$ cat config.mk
export PLATFORM = sky130hd
export DESIGN_NAME = bsr_meta_tx_flat
export DESIGN_NICKNAME = d
export VERILOG_FILES = /design/src/rtl/bsr_meta_tx_if.sv /design/src/rtl/bsr_meta_tx.sv /design/src/flat_wrapper.sv
export SDC_FILE = /design/constraint.sdc
export NUM_CORES = 1
export LEC_CHECK = 0
export BUFFER_PORTS_ARGS = -buffer_cell sky130_fd_sc_hd__buf_2
export CAP_MARGIN = 20
export CELL_PAD_IN_SITES_DETAIL_PLACEMENT = 0
export CELL_PAD_IN_SITES_GLOBAL_PLACEMENT = 1
export CORE_ASPECT_RATIO = 1.1
export CORE_UTILIZATION = 43
export CTS_CLUSTER_SIZE = 20
export DETAILED_ROUTE_END_ITERATION = 6
export GPL_ROUTABILITY_DRIVEN = 0
export HOLD_SLACK_MARGIN = 0.05
export PLACE_DENSITY_LB_ADDON = 0.3
export SLEW_MARGIN = 10
export SYNTH_ARGS = -nofsm -noshare
export SYNTH_HDL_FRONTEND = slang
export SYNTH_SLANG_ARGS = --single-unit
$ cat constraint.sdc
create_clock -name clk -period 3.4 [get_ports clk]
set_clock_uncertainty 0.15 [all_clocks]
set_input_delay 0.34 -clock clk [delete_from_list [all_inputs] [get_ports clk]]
set_output_delay 0.34 -clock clk [all_outputs]
set_load 0.005 [all_outputs]
$ cat src/rtl/bsr_meta_tx_if.sv
// Bus bundle for bsr_meta_tx: the DMA read-beat stream in and the typed
// metadata word stream out towards the metadata decoder.
interface bsr_meta_tx_if;
  logic [31:0] in_data;
  logic        in_valid;
  logic        in_ready;
  logic [31:0] dma_meta_data;
  logic [3:0]  dma_meta_valid;
  logic [1:0]  dma_meta_type;
  logic        dma_meta_wen;
  logic        dma_meta_ready;

  modport master (
    input  in_data,
    input  in_valid,
    input  dma_meta_ready,
    output in_ready,
    output dma_meta_data,
    output dma_meta_valid,
    output dma_meta_type,
    output dma_meta_wen
  );

  modport slave (
    output in_data,
    output in_valid,
    output dma_meta_ready,
    input  in_ready,
    input  dma_meta_data,
    input  dma_meta_valid,
    input  dma_meta_type,
    input  dma_meta_wen
  );
endinterface

$ cat src/rtl/bsr_meta_tx.sv
// Transmit end of the DMA->metadata-decoder link: wraps raw BSR metadata beats
// into typed words (2x BLOCK_HDR, ROW_PTR, COL_IDX) behind one output register.
module bsr_meta_tx #(
  parameter int DATA_WIDTH  = 32,
  parameter int CNT_W       = 32,
  parameter int ENABLE_PERF = 1
) (
  input  logic                clk,
  input  logic                rst_n,
  input  logic                start,
  input  logic                abort,
  input  logic [15:0]         cfg_num_rows,
  input  logic [15:0]         cfg_num_cols,
  input  logic [31:0]         cfg_total_blocks,
  input  logic [2:0]          cfg_block_size,
  bsr_meta_tx_if.master       bus,
  output logic                busy,
  output logic                done,
  output logic                err_start_busy,
  output logic [31:0]         perf_words_sent,
  output logic [31:0]         perf_stall_cycles
);

  localparam logic [2:0] ST_IDLE   = 3'd0;
  localparam logic [2:0] ST_HDR0   = 3'd1;
  localparam logic [2:0] ST_HDR1   = 3'd2;
  localparam logic [2:0] ST_ROWPTR = 3'd3;
  localparam logic [2:0] ST_COLIDX = 3'd4;
  localparam logic [2:0] ST_DONE   = 3'd5;

  localparam logic [1:0] TYPE_ROW_PTR   = 2'd0;
  localparam logic [1:0] TYPE_COL_IDX   = 2'd1;
  localparam logic [1:0] TYPE_BLOCK_HDR = 2'd2;

  logic [2:0]            state_q;
  logic [31:0]           nnz_q;
  logic [2:0]            bsize_q;
  logic [CNT_W-1:0]      rp_left_q;
  logic [CNT_W-1:0]      ci_left_q;
  logic [DATA_WIDTH-1:0] data_q;
  logic [3:0]            valid_q;
  logic [1:0]            type_q;
  logic                  wen_q;
  logic                  err_q;

  logic                  accept;
  logic                  can_load;
  logic                  take;
  logic                  rp_more;
  logic                  ci_more;
  logic [CNT_W-1:0]      rp_init;
  logic [CNT_W-1:0]      ci_init;

  assign accept   = wen_q && bus.dma_meta_ready;
  assign can_load = !wen_q || bus.dma_meta_ready;
  assign rp_more  = (rp_left_q != '0);
  assign ci_more  = (ci_left_q != '0);

  // Beats are only pulled while the output slot frees up this cycle and words remain.
  assign bus.in_ready = can_load &&
                        (((state_q == ST_ROWPTR) && rp_more) ||
                         ((state_q == ST_COLIDX) && ci_more));
  assign take = bus.in_valid && bus.in_ready;

  assign rp_init = CNT_W'(cfg_num_rows) + CNT_W'(1);
  assign ci_init = CNT_W'(cfg_total_blocks >> 1) + CNT_W'(cfg_total_blocks[0]);

  assign bus.dma_meta_data  = data_q;
  assign bus.dma_meta_valid = valid_q;
  assign bus.dma_meta_type  = type_q;
  assign bus.dma_meta_wen   = wen_q;

  assign busy           = (state_q != ST_IDLE);
  assign done           = (state_q == ST_DONE);
  assign err_start_busy = err_q;

  always_ff @(posedge clk or negedge rst_n) begin
    if (!rst_n) begin
      state_q   <= ST_IDLE;
      nnz_q     <= '0;
      bsize_q   <= '0;
      rp_left_q <= '0;
      ci_left_q <= '0;
      data_q    <= '0;
      valid_q   <= '0;
      type_q    <= '0;
      wen_q     <= 1'b0;
    end else if (abort) begin
      // Any pending word is dropped without a handshake.
      state_q   <= ST_IDLE;
      rp_left_q <= '0;
      ci_left_q <= '0;
      data_q    <= '0;
      valid_q   <= '0;
      type_q    <= '0;
      wen_q     <= 1'b0;
    end else begin
      case (state_q)
        ST_IDLE: begin
          if (start) begin
            nnz_q     <= cfg_total_blocks;
            bsize_q   <= cfg_block_size;
            rp_left_q <= rp_init;
            ci_left_q <= ci_init;
            data_q    <= {cfg_num_rows, cfg_num_cols};
            valid_q   <= 4'hF;
            type_q    <= TYPE_BLOCK_HDR;
            wen_q     <= 1'b1;
            state_q   <= ST_HDR0;
          end
        end
        ST_HDR0: begin
          if (accept) begin
            data_q  <= {bsize_q, nnz_q[28:0]};
            state_q <= ST_HDR1;
          end
        end
        ST_HDR1: begin
          if (accept) begin
            wen_q   <= 1'b0;
            state_q <= ST_ROWPTR;
          end
        end
        ST_ROWPTR: begin
          if (take) begin
            data_q    <= bus.in_data;
            valid_q   <= 4'hF;
            type_q    <= TYPE_ROW_PTR;
            wen_q     <= 1'b1;
            rp_left_q <= rp_left_q - CNT_W'(1);
            if ((rp_left_q == CNT_W'(1)) && ci_more) begin
              state_q <= ST_COLIDX;
            end
          end else begin
            if (accept) begin
              wen_q <= 1'b0;
            end
            // nnz = 0: finish only once the last row pointer has drained.
            if (!rp_more && can_load) begin
              state_q <= ST_DONE;
            end
          end
        end
        ST_COLIDX: begin
          if (take) begin
            data_q    <= bus.in_data;
            valid_q   <= ((ci_left_q == CNT_W'(1)) && nnz_q[0]) ? 4'h3 : 4'hF;
            type_q    <= TYPE_COL_IDX;
            wen_q     <= 1'b1;
            ci_left_q <= ci_left_q - CNT_W'(1);
          end else begin
            if (accept) begin
              wen_q <= 1'b0;
            end
            if (!ci_more && can_load) begin
              state_q <= ST_DONE;
            end
          end
        end
        ST_DONE: begin
          wen_q   <= 1'b0;
          state_q <= ST_IDLE;
        end
        default: begin
          wen_q   <= 1'b0;
          state_q <= ST_IDLE;
        end
      endcase
    end
  end

  // Sticky until a start is actually taken from IDLE.
  always_ff @(posedge clk or negedge rst_n) begin
    if (!rst_n) begin
      err_q <= 1'b0;
    end else if (start && busy) begin
      err_q <= 1'b1;
    end else if (start && !abort && (state_q == ST_IDLE)) begin
      err_q <= 1'b0;
    end
  end

  generate
    if (ENABLE_PERF != 0) begin : g_perf
      logic [31:0] words_q;
      logic [31:0] stalls_q;

      always_ff @(posedge clk or negedge rst_n) begin
        if (!rst_n) begin
          words_q  <= '0;
          stalls_q <= '0;
        end else begin
          words_q  <= words_q + 32'(accept);
          stalls_q <= stalls_q + 32'(wen_q && !bus.dma_meta_ready);
        end
      end

      assign perf_words_sent   = words_q;
      assign perf_stall_cycles = stalls_q;
    end else begin : g_no_perf
      assign perf_words_sent   = '0;
      assign perf_stall_cycles = '0;
    end
  endgenerate

endmodule

$ cat src/flat_wrapper.sv
// flat-port wrapper written by rule: the top's interface ports become plain ports
module bsr_meta_tx_flat 
#(
  parameter int DATA_WIDTH  = 32,
  parameter int CNT_W       = 32,
  parameter int ENABLE_PERF = 1
)
  (clk, rst_n, start, abort, cfg_num_rows, cfg_num_cols, cfg_total_blocks, cfg_block_size, busy, done, err_start_busy, perf_words_sent, perf_stall_cycles, bus_in_data, bus_in_valid, bus_dma_meta_ready, bus_in_ready, bus_dma_meta_data, bus_dma_meta_valid, bus_dma_meta_type, bus_dma_meta_wen);
  bsr_meta_tx_if bus_i ();
  input  logic clk;
  input  logic rst_n;
  input  logic start;
  input  logic abort;
  input  logic [15:0] cfg_num_rows;
  input  logic [15:0] cfg_num_cols;
  input  logic [31:0] cfg_total_blocks;
  input  logic [2:0] cfg_block_size;
  output logic busy;
  output logic done;
  output logic err_start_busy;
  output logic [31:0] perf_words_sent;
  output logic [31:0] perf_stall_cycles;
  input wire logic [$bits(bus_i.in_data)-1:0] bus_in_data;
  input wire logic [$bits(bus_i.in_valid)-1:0] bus_in_valid;
  input wire logic [$bits(bus_i.dma_meta_ready)-1:0] bus_dma_meta_ready;
  output wire logic [$bits(bus_i.in_ready)-1:0] bus_in_ready;
  output wire logic [$bits(bus_i.dma_meta_data)-1:0] bus_dma_meta_data;
  output wire logic [$bits(bus_i.dma_meta_valid)-1:0] bus_dma_meta_valid;
  output wire logic [$bits(bus_i.dma_meta_type)-1:0] bus_dma_meta_type;
  output wire logic [$bits(bus_i.dma_meta_wen)-1:0] bus_dma_meta_wen;
  assign bus_i.in_data = bus_in_data;
  assign bus_i.in_valid = bus_in_valid;
  assign bus_i.dma_meta_ready = bus_dma_meta_ready;
  assign bus_in_ready = bus_i.in_ready;
  assign bus_dma_meta_data = bus_i.dma_meta_data;
  assign bus_dma_meta_valid = bus_i.dma_meta_valid;
  assign bus_dma_meta_type = bus_i.dma_meta_type;
  assign bus_dma_meta_wen = bus_i.dma_meta_wen;
  bsr_meta_tx #(.DATA_WIDTH(DATA_WIDTH), .CNT_W(CNT_W), .ENABLE_PERF(ENABLE_PERF)) u_core (.clk(clk), .rst_n(rst_n), .start(start), .abort(abort), .cfg_num_rows(cfg_num_rows), .cfg_num_cols(cfg_num_cols), .cfg_total_blocks(cfg_total_blocks), .cfg_block_size(cfg_block_size), .bus(bus_i), .busy(busy), .done(done), .err_start_busy(err_start_busy), .perf_words_sent(perf_words_sent), .perf_stall_cycles(perf_stall_cycles));
endmodule
==> summary.txt, run 1 <==
syn_nets: 1,313
TritonCTS clock tree: yes
max incr delay on CP: 0.56 ns
FF-to-FF path depth: 10
met3 Use GR: 0.0388
minimum clock period: 3.19 ns
Sw Pwr: 3.84 mW
antenna-violating nets left: 0
crit path capture type: primary output
Yosys top cell area share: 0.446
Overflow after GRT: 0
routed wire length: 32,900 um
worst flop-to-flop path endpoint: u_core.ci_left_q[7]$_DFFE_PN0P_
largest area contributor in the netlist: dfrtp_1
Cell Rows: 61
CTS Sinks: 201
Initial Utilization: 0.441
total iterations of the first detailed-routing run: 5
WP data required: 2.91 ns
synth top area cells: dfrtp_1 45%, xnor2_1 5.4%, nor2_1 5.0%
DR vias: 10,178
clk slew on worst S/H paths: 0.06 ns
Distinct cells, synth: 69
crit path cell chain: inv_1 -> ha_1 -> or3b_2 -> nor4_4 -> a31oi_4 -> a21oi_1 -> nor2_1 -> buf_2
P_int: 6.18 mW
# resized after CTS: 0
register area: 5030 um^2
die area: 26,900 um^2
Hold Path Depth: 3
Final setup viols: 0
Slew HR: 0.383
Num CTS Buffers: 24
Hold WS: 0.0607 ns
via-per-instance ratio: 5.60
Post-synth EDFFs: 0
TNS Setup: 0 ns
async set-or-reset flop fraction in the synthesized netlist: 1.00
Core ar.: 25,600 um^2
area grow syn2layout: 24.8%
achievable frequency: 0.313 GHz
unrepaired setup endpoints after global routing: false
max-slew violations: 0
top-count cell post-synth: dfrtp_1
CP max-delay cell: or3b_2
GR Util met1: 0.331
Die X: 156 um
die height: 172 um
class of the worst hold path: in -> reg
busiest grt layer: met2
leakage power total: 6.54 nW
fillcell total: 2,329
origin of the critical flop-to-flop path: u_core.rp_left_q[0]$_DFFE_PN0P_
root buf cell: clkbuf_16
Syn Inst Count: 1,196
#FFs+latches synth: 201
Clock Tree Buf Depth: 3
Residual DRC: 0
PwrDens: 711 nW/um^2
first-pass GRT wire length: 53,000 um
synth cell count leaders: 201 x dfrtp_1, 151 x nor2_1, 87 x o21ai_0
Worst-Margin Slew: 0.918 ns
Combinational Power Share: 0.380
hold path endpoint: u_core.bus.dma_meta_data[3]$_DFFE_PN0P_
R2R Setup Slk: 0.25 ns
global-route usage over all layers: 0.248
largest net degree at the start of global routing: 88
CP max FO: 7
I/O pins: 212
PortBufs: 211
DR iter-0 viols: 624
CP arrival: 2.70 ns
total power: 10.0 mW
Mapped Area: 11,300 um^2
Sequential Power Share: 0.359
Max-cap violations: 0
Max VDD drop: 447 uV
Post-synth top flop: dfrtp_1
area of the multi-input gates: 5880 um^2
syn_area_per_cell: 9.44 um^2
grt met2 use: 0.419
vias in the first global route: 9,834
initial antenna violation count: 2
worst skew pair latency: 0.52 ns
YS warnings: 0
hpwl dp: 23,300 um
Critical Path Start Type: register
Final Hold Viols: 0
outcome: completed
routed len/inst: 18.1 um
critical path class: reg -> out
Clock power frac: 0.261
crit share post-route: 0.939
CTS H-tree depth: 1
Nets: 1,570
share of cells above drive strength 1: 0.263
Hold Startpoint: cfg_num_cols[3]
sequential-to-total area share from yosys stat: 0.446
Sw Ratio: 0.383
## how the worst max path moves through the flow
| stage | startpoint | endpoint | cells past startpoint |
|---|---|---|---|
| after detailed placement | u_core.rp_left_q[0]$_DFFE_PN0P_ | u_core.ci_left_q[7]$_DFFE_PN0P_ | 10 |
| after global routing | u_core.rp_left_q[0]$_DFFE_PN0P_ | bus_in_ready | 8 |
| final | u_core.rp_left_q[0]$_DFFE_PN0P_ | bus_in_ready | 8 |
| after global placement | u_core.rp_left_q[0]$_DFFE_PN0P_ | u_core.ci_left_q[27]$_DFFE_PN0P_ | 10 |
| after CTS | u_core.rp_left_q[0]$_DFFE_PN0P_ | bus_in_ready | 8 |
| after floorplan | u_core.rp_left_q[0]$_DFFE_PN0P_ | u_core.bus.dma_meta_data[13]$_DFFE_PN0P_ | 11 |
## cell type report
| class | count | share of cell area |
|---|---|---|
| antenna | 1 | 0.000178 |
| clock buffer | 34 | 0.0504 |
| clock inverter | 8 | 0.00640 |
| inverter | 18 | 0.00480 |
| multi-input combinational | 911 | 0.417 |
| sequential | 201 | 0.357 |
| tap | 346 | 0.0307 |
| timing repair buffer | 297 | 0.133 |
## worst max-delay path, delay by kind of cell (launching register included)
family,cells,cell delay [ns]
buffers and inverters,2,0.25
AND/OR/NAND/NOR,3,0.96
flip-flops,1,0.41
AO/OA/AOI/OAI,2,0.35
adder cells (fa/ha/maj),1,0.22
## power by group through the flow
| stage | sequential [mW] | combinational (mW) | clock, mW |
|---|---|---|---|
| floorplan | 3.46 | 2.66 | 0 |
| global placement | 3.61 | 3.70 | 0 |
| detailed placement | 3.62 | 3.76 | 0 |
| CTS | 3.59 | 3.82 | 2.66 |
| global route | 3.68 | 4.22 | 2.76 |
| finish | 3.60 | 3.81 | 2.62 |
## cell usage in the layout, fill, tap and decap left out, drive strengths merged, types with 34 or more instances in the layout
cell type / count
nand2: 75
dlygate4sd3: 45
a22o: 34
a211oi: 35
xnor2: 70
xor2: 41
nor2: 151
clkbuf: 35
buf: 251
dfrtp: 201
nor3: 36
a21oi: 83
and3: 35
nand3: 57
o21ai: 98
## logic make-up after synthesis
logic type,Yosys count,synth area share
adder cells (fa/ha/maj),12,0.0133
buffers and inverters,84,0.0349
XOR/XNOR,111,0.0861
flip-flops,201,0.446
AND/OR/NAND/NOR,451,0.200
AO/OA/AOI/OAI,304,0.187
multiplexers,33,0.0329
## flip-flops by register name (all words and copies together), names as in the netlist
signal / flops
u_core.perf_words_sent: 32
u_core.err_start_busy: 1
u_core.bus.dma_meta_data: 32
u_core.bus.dma_meta_valid: 2
u_core.bsize_q: 3
u_core.state_q: 3
u_core.bus.dma_meta_wen: 1
u_core.nnz_q: 29
u_core.bus.dma_meta_type: 2
u_core.rp_left_q: 32
u_core.perf_stall_cycles: 32
u_core.ci_left_q: 32
## through the flow
step	instance area, um^2	utilization	instances	worst slack [ns]
after floorplan	11300	-	1196	0.527
after global placement	12800	0.502	1728	0.372
after detailed placement	12800	0.502	1728	0.282
after CTS	14100	0.551	1815	0.196
after global routing	14100	0.551	1815	0.0455
final	14100	0.551	1816	0.206
## metal layers
metal / routed length (um) / vias up
met1: 14400 / 4981
met3: 1700 / 51
met5: 12 / -
met4: 733 / 2
met2: 16000 / 298
li1: - / 4846
## what timing repair did
| item | in CTS | in global routing |
|---|---|---|
| setup buffers | 0 | 0 |
| hold buffers | 45 | 0 |
| endpoints found under the hold margin | 128 | 0 |
| endpoints found under the setup margin | 0 | 0 |
No activity file was read; power rests on OpenSTA's default activity.
==> run 2, diff against run 1 <==
--- a/config.mk
+++ b/config.mk
@@ -10,6 +10,7 @@
 export CELL_PAD_IN_SITES_DETAIL_PLACEMENT = 0
 export CELL_PAD_IN_SITES_GLOBAL_PLACEMENT = 1
 export CORE_ASPECT_RATIO = 1.1
+export CORE_MARGIN = 3
 export CORE_UTILIZATION = 43
 export CTS_CLUSTER_SIZE = 20
 export DETAILED_ROUTE_END_ITERATION = 6
==> summary.txt, run 2 (synthesized netlist as in run 1, its figures left out) <==
outcome: completed
Core ar.: 25,600 um^2 (unchanged)
Diodes inserted: 0 (-1)
DR vias: 10,088 (-0.88%)
max incr delay on CP: 0.57 ns (about the same)
Max-cap violations: 0 (unchanged)
TNS Setup: 0 ns (unchanged)
met2 wire length: 15,800 um (-1.3%)
CTS H-tree depth: 1 (unchanged)
placed cell area: 12,800 um^2 (about the same)
Worst-Margin Slew: 0.916 ns (-0.00198 ns)
Residual DRC: 0 (unchanged)
Critical Path Start Type: register
root buf cell: clkbuf_16
Overflow after GRT: 0 (unchanged)
PwrDens: 719 nW/um^2 (+1.0%)
global-route usage over all layers: 0.231 (-0.0179)
area grow syn2layout: 24.6%
DR iter-0 viols: 700 (+12%)
achievable frequency: 0.308 GHz (-1.5%)
origin of the critical flop-to-flop path: u_core.state_q[0]$_DFFE_PN0P_
hpwl dp: 23,600 um (+1.3%)
Hold Startpoint: cfg_num_cols[12]
Clock Tree Buf Depth: 3 (unchanged)
CP delay by family, top: simple AND/OR/NAND/NOR gates
Sw Pwr: 3.84 mW (+0.17%)
CP max FO: 7 (unchanged)
hold path endpoint: u_core.bus.dma_meta_data[12]$_DFFE_PN0P_
I/O pins: 212 (unchanged)
P_int: 6.27 mW (+1.4%)
total iterations of the first detailed-routing run: 5 (unchanged)
crit path capture type: primary output
CP max-delay cell: or3b_2
Hold Path Depth: 3 (unchanged)
clk slew on worst S/H paths: 0.06 ns (about the same)
Num CTS Buffers: 23 (-4.2%)
fillcell total: 2,328 (-0.043%)
PortBufs: 211 (unchanged)
Initial Utilization: 0.441 (unchanged)
most frequent cells in the layout: 210 x buf_2, 201 x dfrtp_1, 149 x nor2_1
metal1 wirelength: 14,200 um (-1.4%)
met3 wire length: 1930 um (+14%)
Combinational Power Share: 0.375 (-0.005)
leakage power total: 6.53 nW (-0.11%)
max-slew violations: 0 (unchanged)
critical path class: reg -> out
WP data required: 2.91 ns (about the same)
highest metal used: met5
via-per-instance ratio: 5.57 (-0.56%)
Final Hold Viols: 0 (unchanged)
Clock power frac: 0.268 (+0.007)
unrepaired setup endpoints after global routing: false
Sw Ratio: 0.380 (-0.00284)
routed len/inst: 18.2 um (+0.66%)
die area: 28,200 um^2 (+4.9%)
Final setup viols: 0 (unchanged)
die height: 176 um (+2.3%)
crit path cell chain: inv_1 -> ha_1 -> or3b_2 -> nor4_4 -> a31oi_4 -> a21oi_1 -> nor2_1 -> buf_2
antenna-violating nets left: 0 (unchanged)
share of cells above drive strength 1: 0.264 (+0.000897)
initial antenna violation count: 2 (unchanged)
FF-to-FF path depth: 9 (-1)
CTS Sinks: 201 (unchanged)
crit share post-route: 0.953 (+0.0139)
commonest non-fill, non-tap cell in the layout: buf_2
Cell Rows: 61 (unchanged)
Die X: 160 um (+2.6%)
vias in the first global route: 9,763 (-0.72%)
Finished Cell Area: 14,100 um^2 (-0.12%)
minimum clock period: 3.24 ns (+0.0473 ns)
Sequential Power Share: 0.357 (-0.002)
largest net degree at the start of global routing: 87 (-1.1%)
CP arrival: 2.75 ns (+0.05 ns)
class of the worst hold path: in -> reg
WP buf/inv: 2 (unchanged)
routed wire length: 33,000 um (+0.33%)
Nets: 1,567 (-0.19%)
worst skew pair latency: 0.51 ns (about the same)
Slew HR: 0.385 (+0.00133)
R2R Setup Slk: 0.36 ns (+0.11 ns)
first-pass GRT wire length: 53,500 um (+0.88%)
Max VDD drop: 525 uV (+18%)
worst flop-to-flop path endpoint: u_core.bus.dma_meta_data[6]$_DFFE_PN0P_
TritonCTS clock tree: yes
## run 2: worst max path at each step
stage / startpoint / to / slack, ns / cells past startpoint
3_3_place_gp: u_core.rp_left_q[0]$_DFFE_PN0P_ / u_core.ci_left_q[24]$_DFFE_PN0P_ / 0.46 / 10
6_report: u_core.rp_left_q[0]$_DFFE_PN0P_ / bus_in_ready / 0.16 / 8
5_1_grt: u_core.rp_left_q[0]$_DFFE_PN0P_ / bus_in_ready / 0.03 / 8
2_1_floorplan: u_core.rp_left_q[0]$_DFFE_PN0P_ / u_core.bus.dma_meta_data[13]$_DFFE_PN0P_ / 0.53 / 11
3_5_place_dp: u_core.rp_left_q[0]$_DFFE_PN0P_ / u_core.ci_left_q[6]$_DFFE_PN0P_ / 0.38 / 10
4_1_cts: u_core.rp_left_q[0]$_DFFE_PN0P_ / bus_in_ready / 0.12 / 8
## run 2: per-stage QoR
step | util | setup WS, ns | power [mW] | cells | hold slack (ns)
floorplan | - | 0.527 | 6.12 | 1196 | -0.106
global placement | 0.502 | 0.460 | 7.33 | 1729 | 0.306
detailed placement | 0.502 | 0.380 | 7.40 | 1729 | 0.312
CTS | 0.550 | 0.123 | 10.2 | 1810 | 0.0529
global route | 0.550 | 0.0320 | 10.7 | 1810 | 0.0637
finish | 0.550 | 0.158 | 10.1 | 1810 | 0.0632
## run 2: power by group through the flow
stage	clock [mW]	sequential, mW	combinational [mW]
2_1_floorplan	0	3.46	2.66
3_3_place_gp	0	3.63	3.70
3_5_place_dp	0	3.64	3.76
4_1_cts	2.76	3.61	3.81
5_1_grt	2.87	3.70	4.18
6_report	2.71	3.61	3.79
## run 2: tightest hold or removal path, delay by kind of cell
| kind | cells | cell delay (ns) |
|---|---|---|
| compound gates | 2 | 0.24 |
| buf+inv | 1 | 0.10 |
## run 2: timing repair
item / in CTS / in global routing
endpoints found under the hold margin: 123 / 0
hold buffers: 42 / 0
resized for setup: 0 / 0
buffers inserted: 0 / 0
## run 2: cell type report
class | count | area, um^2 | share of cell area
Clock buffer | 28 | 624 | 0.0444
Sequential cell | 201 | 5030 | 0.358
Timing Repair Buffer | 295 | 1850 | 0.132
Tap cell | 346 | 433 | 0.0308
Multi-Input combinational cell | 911 | 5880 | 0.418
Clock inverter | 11 | 184 | 0.0131
Inverter | 18 | 67.6 | 0.00480
## run 2: layer usage
metal | GRT usage | up-vias
met5 | 0 | -
met4 | 0.0712 | 4
met3 | 0.0382 | 61
met2 | 0.382 | 319
met1 | 0.311 | 4866
li1 | - | 4838
